--- config.mk ---
export PLATFORM = sky130hd
export DESIGN_NAME = alu_serial_flat
export DESIGN_NICKNAME = d
export VERILOG_FILES = /design/src/rtl/alu_pkg.sv /design/src/rtl/alu_serial_if.sv /design/src/rtl/alu_1bit.sv /design/src/rtl/alu_serial.sv /design/src/flat_wrapper.sv
export SDC_FILE = /design/constraint.sdc
export NUM_CORES = 1
export LEC_CHECK = 0
export CAP_MARGIN = 20
export CORE_MARGIN = 10
export CORE_UTILIZATION = 46
export CTS_CLUSTER_DIAMETER = 60
export DETAILED_ROUTE_END_ITERATION = 6
export PLACE_DENSITY_LB_ADDON = 0.12
export SYNTH_ARGS = -nofsm -noshare
export SYNTH_HDL_FRONTEND = slang
export SYNTH_SLANG_ARGS = --single-unit
--- constraint.sdc ---
create_clock -name clk -period 1.8 [get_ports clk]
set_input_delay 0.45 -clock clk [delete_from_list [all_inputs] [get_ports clk]]
set_output_delay 0.45 -clock clk [all_outputs]
set_load 0.01 [all_outputs]
--- src/rtl/alu_pkg.sv ---
// Shared op codes and FSM state encoding for the bit-serial ALU.
package alu_pkg;

    localparam logic [1:0] OP_AND = 2'b00;
    localparam logic [1:0] OP_OR  = 2'b01;
    localparam logic [1:0] OP_ADD = 2'b10;
    localparam logic [1:0] OP_SUB = 2'b11;

    typedef enum logic [0:0] {
        ST_IDLE = 1'b0,
        ST_RUN  = 1'b1
    } state_t;

endpackage

--- src/rtl/alu_serial_if.sv ---
// Request/result bundle of the bit-serial ALU; master drives requests, slave returns results.
interface alu_serial_if #(
    parameter int WIDTH = 8
);
    logic             start;
    logic [1:0]       op;
    logic [WIDTH-1:0] a;
    logic [WIDTH-1:0] b;
    logic             cin;
    logic             busy;
    logic             done;
    logic [WIDTH-1:0] z;
    logic             cout;
    logic             ovf;
    logic             zero;

    modport master (
        output start, op, a, b, cin,
        input  busy, done, z, cout, ovf, zero
    );

    modport slave (
        input  start, op, a, b, cin,
        output busy, done, z, cout, ovf, zero
    );
endinterface

--- src/rtl/alu_1bit.sv ---
// One-bit ALU slice: AND, OR or full-add of a, b and cin; carry is 0 for logic ops.
module alu_1bit
    import alu_pkg::*;
(
    input  logic       a,
    input  logic       b,
    input  logic       cin,
    input  logic [1:0] s_op,
    output logic       z,
    output logic       cout
);

    // Slice function select
    always_comb begin
        z    = 1'b0;
        cout = 1'b0;
        case (s_op)
            OP_AND: z = a & b;
            OP_OR:  z = a | b;
            OP_ADD: begin
                z    = a ^ b ^ cin;
                cout = (a & b) | (a & cin) | (b & cin);
            end
            default: begin
                z    = 1'b0;
                cout = 1'b0;
            end
        endcase
    end

endmodule

--- src/rtl/alu_serial.sv ---
// Bit-serial WIDTH-bit ALU: one bit per clock, LSB first, through a single alu_1bit slice.
module alu_serial
    import alu_pkg::*;
#(
    parameter int WIDTH = 8
) (
    input  logic         clk,
    input  logic         rst_n,
    alu_serial_if.slave  bus
);

    localparam int            CW       = $clog2(WIDTH);
    localparam logic [CW-1:0] CNT_LAST = CW'(WIDTH - 1);

    state_t           state_q;
    logic [CW-1:0]    cnt_q;
    logic [WIDTH-1:0] a_sh_q;
    logic [WIDTH-1:0] b_sh_q;
    logic [WIDTH-1:0] part_q;
    logic [WIDTH-1:0] z_q;
    logic [1:0]       op_q;
    logic             carry_q;
    logic             cout_q;
    logic             ovf_q;
    logic             zero_q;
    logic             busy_q;
    logic             done_q;

    logic             slice_b;
    logic [1:0]       slice_op;
    logic             slice_z;
    logic             slice_cout;
    logic             is_arith;
    logic             carry_init_d;
    logic [WIDTH-1:0] part_d;

    // SUB runs as ADD of the inverted b-bit with the carry flop seeded to 1
    always_comb begin
        slice_b  = b_sh_q[0];
        slice_op = op_q;
        is_arith = 1'b0;
        if (op_q == OP_SUB) begin
            slice_b  = ~b_sh_q[0];
            slice_op = OP_ADD;
            is_arith = 1'b1;
        end else if (op_q == OP_ADD) begin
            is_arith = 1'b1;
        end else begin
            is_arith = 1'b0;
        end
    end

    // Carry seed chosen from the incoming op at the accepted start
    always_comb begin
        carry_init_d = 1'b0;
        case (bus.op)
            OP_ADD:  carry_init_d = bus.cin;
            OP_SUB:  carry_init_d = 1'b1;
            default: carry_init_d = 1'b0;
        endcase
    end

    assign part_d = {slice_z, part_q[WIDTH-1:1]};

    alu_1bit u_slice (
        .a    (a_sh_q[0]),
        .b    (slice_b),
        .cin  (carry_q),
        .s_op (slice_op),
        .z    (slice_z),
        .cout (slice_cout)
    );

    // Control FSM, operand shifters and registered result/flags
    always_ff @(posedge clk or negedge rst_n) begin
        if (!rst_n) begin
            state_q <= ST_IDLE;
            cnt_q   <= {CW{1'b0}};
            a_sh_q  <= {WIDTH{1'b0}};
            b_sh_q  <= {WIDTH{1'b0}};
            part_q  <= {WIDTH{1'b0}};
            z_q     <= {WIDTH{1'b0}};
            op_q    <= OP_AND;
            carry_q <= 1'b0;
            cout_q  <= 1'b0;
            ovf_q   <= 1'b0;
            zero_q  <= 1'b0;
            busy_q  <= 1'b0;
            done_q  <= 1'b0;
        end else begin
            done_q <= 1'b0;
            case (state_q)
                ST_IDLE: begin
                    if (bus.start) begin
                        a_sh_q  <= bus.a;
                        b_sh_q  <= bus.b;
                        op_q    <= bus.op;
                        carry_q <= carry_init_d;
                        cnt_q   <= {CW{1'b0}};
                        busy_q  <= 1'b1;
                        state_q <= ST_RUN;
                    end
                end
                ST_RUN: begin
                    a_sh_q  <= {1'b0, a_sh_q[WIDTH-1:1]};
                    b_sh_q  <= {1'b0, b_sh_q[WIDTH-1:1]};
                    part_q  <= part_d;
                    carry_q <= slice_cout;
                    cnt_q   <= cnt_q + CW'(1);
                    if (cnt_q == CNT_LAST) begin
                        // carry_q here is the carry into the MSB
                        z_q     <= part_d;
                        cout_q  <= is_arith & slice_cout;
                        ovf_q   <= is_arith & (carry_q ^ slice_cout);
                        zero_q  <= (part_d == {WIDTH{1'b0}});
                        done_q  <= 1'b1;
                        busy_q  <= 1'b0;
                        state_q <= ST_IDLE;
                    end
                end
                default: state_q <= ST_IDLE;
            endcase
        end
    end

    assign bus.busy = busy_q;
    assign bus.done = done_q;
    assign bus.z    = z_q;
    assign bus.cout = cout_q;
    assign bus.ovf  = ovf_q;
    assign bus.zero = zero_q;

endmodule
--- src/flat_wrapper.sv ---
// flat-port wrapper written by rule: the top's interface ports become plain ports
module alu_serial_flat import alu_pkg::*;
#(
    parameter int WIDTH = 8
)
  (clk, rst_n, bus_start, bus_op, bus_a, bus_b, bus_cin, bus_busy, bus_done, bus_z, bus_cout, bus_ovf, bus_zero);
  alu_serial_if #(.WIDTH(WIDTH)) bus_i ();
  input  logic clk;
  input  logic rst_n;
  input wire logic [$bits(bus_i.start)-1:0] bus_start;
  input wire logic [$bits(bus_i.op)-1:0] bus_op;
  input wire logic [$bits(bus_i.a)-1:0] bus_a;
  input wire logic [$bits(bus_i.b)-1:0] bus_b;
  input wire logic [$bits(bus_i.cin)-1:0] bus_cin;
  output wire logic [$bits(bus_i.busy)-1:0] bus_busy;
  output wire logic [$bits(bus_i.done)-1:0] bus_done;
  output wire logic [$bits(bus_i.z)-1:0] bus_z;
  output wire logic [$bits(bus_i.cout)-1:0] bus_cout;
  output wire logic [$bits(bus_i.ovf)-1:0] bus_ovf;
  output wire logic [$bits(bus_i.zero)-1:0] bus_zero;
  assign bus_i.start = bus_start;
  assign bus_i.op = bus_op;
  assign bus_i.a = bus_a;
  assign bus_i.b = bus_b;
  assign bus_i.cin = bus_cin;
  assign bus_busy = bus_i.busy;
  assign bus_done = bus_i.done;
  assign bus_z = bus_i.z;
  assign bus_cout = bus_i.cout;
  assign bus_ovf = bus_i.ovf;
  assign bus_zero = bus_i.zero;
  alu_serial #(.WIDTH(WIDTH)) u_core (.clk(clk), .rst_n(rst_n), .bus(bus_i));
endmodule
==> summary.txt, run 1 <==
Post-Layout Cell Count: 247
Final min period: 1.69 ns
Mapped Nets: 182
CTS buffer count: 5
DRT Pass-1 Iters: 4
number of flops mapped to enable cells by yosys: 0
worst skew pair latency: 0.29 ns
clk sinks: 43
RSZ-0062 raised after global routing: no
final setup fails: 0
nature of the critical path endpoint: flip-flop
width of the die: 84.8 microns
Worst Path Arrival: 1.87 ns
Pleak: 1.16 nW
Ports: 35
status: complete, no violations
GRT Overall Usage: 11.4%
first-pass GRT wire length: 6670 microns
DRC: 0
Chip Height: 84.8 microns
Top FF cell, synth: dfrtp_1
most common cell after layout, fill and taps aside: dfrtp_1
Fillers: 344
Pint: 0.00268 W
Clock transition at path regs: 0.08 ns
nets@finish: 223
CP Launch Point: u_core.op_q[0]$_DFFE_PN0P_
layout cells sized above 1: 18.8%
total core area: 4030 sq um
DR vias: 1252
GRT overflow: 0
Layout area overhead: 27.1%
Max-cap violations: 0
Hold Crit Class: in -> async
Synth cell types: 29
initial antenna violation count: 0
Synth async-reset ratio: 100%
initial DRC count: 36
setup TNS: 0 ns
combinational share of power: 41.3%
R2R depth: 6
Root Driver: clkbuf_8
routed len/inst: 16.0 microns
worst-margin pin slew: 0.442 ns
worst r2r src: u_core.op_q[0]$_DFFE_PN0P_
Peak VDD IR: 0.918 mV
P_sw: 0.00129 W
Crit Reg-Reg Endpoint: u_core.part_q[7]$_DFFE_PN0P_
sequential power share: 42.1%
vias in the first global route: 1337
Post-Synthesis Cells: 155
Inst Count DP: 239
clk_skew: 0.00450 ns
clock power share: 16.7%
post-synthesis sequential element count: 43
critical path launch point type: flip-flop
YS warnings: 0
Initial Util: 47.9%
Final Max Tran Viols: 0
CTS tree: built
DIE AREA: 7180 sq um
RePlAce Congestion: 0.828
post-DP HPWL: 2930 microns
CP max FO: 3
# H-tree levels: 2
Power Density: 1620 nW/um^2
remaining antenna violation count: 0
critical path data required time: 1.97 ns
Post-Syn Area: 1930 sq um
commonest non-fill, non-tap cells in the layout: 43 x dfrtp_1, 33 x clkdlybuf4s50_1, 20 x nand2_1
hold-fix buffers at CTS: 0
Avg Cell Area, Syn: 12.4 sq um
R2R Setup Slk: 0.11 ns
clk buf depth: 2
DR vias/cell: 5.07
pin count of the biggest net entering global routing: 38
final hold vios: 0
sequential-to-total area share from yosys stat: 55.8%
drt total wl: 3940 microns
Max Freq: 590 MHz
Worst slew margin: 70.5%
fin crit share: 94.1%
antenna cells: 0
cell row count: 23
Crit Path Category: reg -> reg
Switching Share: 32.5%
PortBufs: 34
## power by group through the flow
| stage | combinational (W) | clock (W) | sequential, W |
|---|---|---|---|
| 2_1_floorplan | 0.00104 | 0 | 0.00167 |
| 3_3_place_gp | 0.00157 | 0 | 0.00166 |
| 3_5_place_dp | 0.00164 | 0 | 0.00168 |
| 4_1_cts | 0.00166 | 0.000678 | 0.00167 |
| 5_1_grt | 0.00180 | 0.000725 | 0.00173 |
| 6_report | 0.00164 | 0.000660 | 0.00167 |
## registers in the layout, summed over array words and instances, names as in the netlist
signal	flops
u_core.a_sh_q	8
u_core.b_sh_q	8
u_core.bus.busy	1
u_core.bus.cout	1
u_core.bus.done	1
u_core.bus.ovf	1
u_core.bus.z	8
u_core.bus.zero	1
u_core.carry_q	1
u_core.cnt_q	3
u_core.op_q	2
u_core.part_q	7
u_core.state_q	1
## synth_stat cells (all sizes together) (2+ instances only)
cell    instances  area, sq um
ha              4         50.1
nor2b           4         35.0
dfrtp          43         1080
nand2b          2         12.5
inv             4         15.0
nand2          21         86.3
mux2i          17          170
a22o            2         17.5
buf             7         51.3
mux2           17          218
nor3            2         10.0
nor2            5         18.8
o21ai          17         85.1
## worst max-delay path, stage by stage (launching register included)
cell	delay (ns)
dfrtp_1	0.39
nand2_1	0.10
xnor2_2	0.13
fa_1	0.43
nand2b_1	0.15
o31a_1	0.12
mux2_4	0.26
## cell families after synthesis
logic type,after synthesis,synth area share [%]
muxes,34,20.1
adders and majority gates,5,3.63
AOI/OAI and AO/OA,23,6.87
xor gates and xnor gates,2,0.908
buffers and inverters,12,3.63
DFF,43,55.8
and+or+nand+nor,36,9.08
## per-layer routing
metal | GRT usage, % | share of wire [%] | up-vias
li1 | - | - | 610
met3 | 4.06 | 4.6 | 2
met5 | 0 | 0 | -
met4 | 3.14 | 0.38 | 0
met2 | 18.4 | 50 | 26
met1 | 13.9 | 45 | 614
## what timing repair did
| item | CTS | global route |
|---|---|---|
| setup endpoints to repair | 0 | 2 |
| setup buffers | 0 | 0 |
| resized for setup | 0 | 1 |
## how the worst max path moves through the flow
stage / endpoint / slack (ns) / cells past startpoint
global route: u_core.bus.z[7]$_DFFE_PN0P_ / 0.03 / 6
global placement: u_core.b_sh_q[4]$_DFFE_PN0P_ / 0.11 / 4
CTS: u_core.part_q[7]$_DFFE_PN0P_ / 0.04 / 6
detailed placement: u_core.part_q[7]$_DFFE_PN0P_ / 0.04 / 6
floorplan: u_core.part_q[7]$_DFFE_PN0P_ / 0.04 / 6
finish: u_core.part_q[7]$_DFFE_PN0P_ / 0.11 / 6
## final cells by class
cell class / instances / area, sq um / area share (%)
Sequential cell: 43 / 1080 / 43.9
Multi-Input combinational cell: 100 / 791 / 32.2
Timing Repair Buffer: 42 / 408 / 16.6
Clock buffer: 8 / 100 / 4.08
Tap cell: 50 / 62.6 / 2.55
Inverter: 4 / 15.0 / 0.612
## through the flow
step | utilization [%] | hold WS [ns] | cell area, sq um | total power, W | setup slack [ns]
after CTS | 60.7 | 0.103 | 2440 | 0.00400 | 0.0411
final | 60.9 | 0.0976 | 2450 | 0.00396 | 0.106
after global routing | 60.9 | 0.106 | 2450 | 0.00425 | 0.0264
after global placement | 58.2 | 0.402 | 2340 | 0.00323 | 0.111
after detailed placement | 58.2 | 0.422 | 2340 | 0.00332 | 0.0429
after floorplan | - | 0.154 | 1930 | 0.00270 | 0.0369
No activity file was read; power rests on OpenSTA's default activity.
==> run 2: changes to the inputs <==
- CTS_CLUSTER_SIZE: not set -> 14
==> results of run 2 <==
Final layout, timing and power as in run 1 (identical DEF).
==> run 3: changes to the inputs <==
- SLEW_MARGIN: not set -> 20
==> results of run 3 <==
Final layout, timing and power as in run 1 (identical DEF).
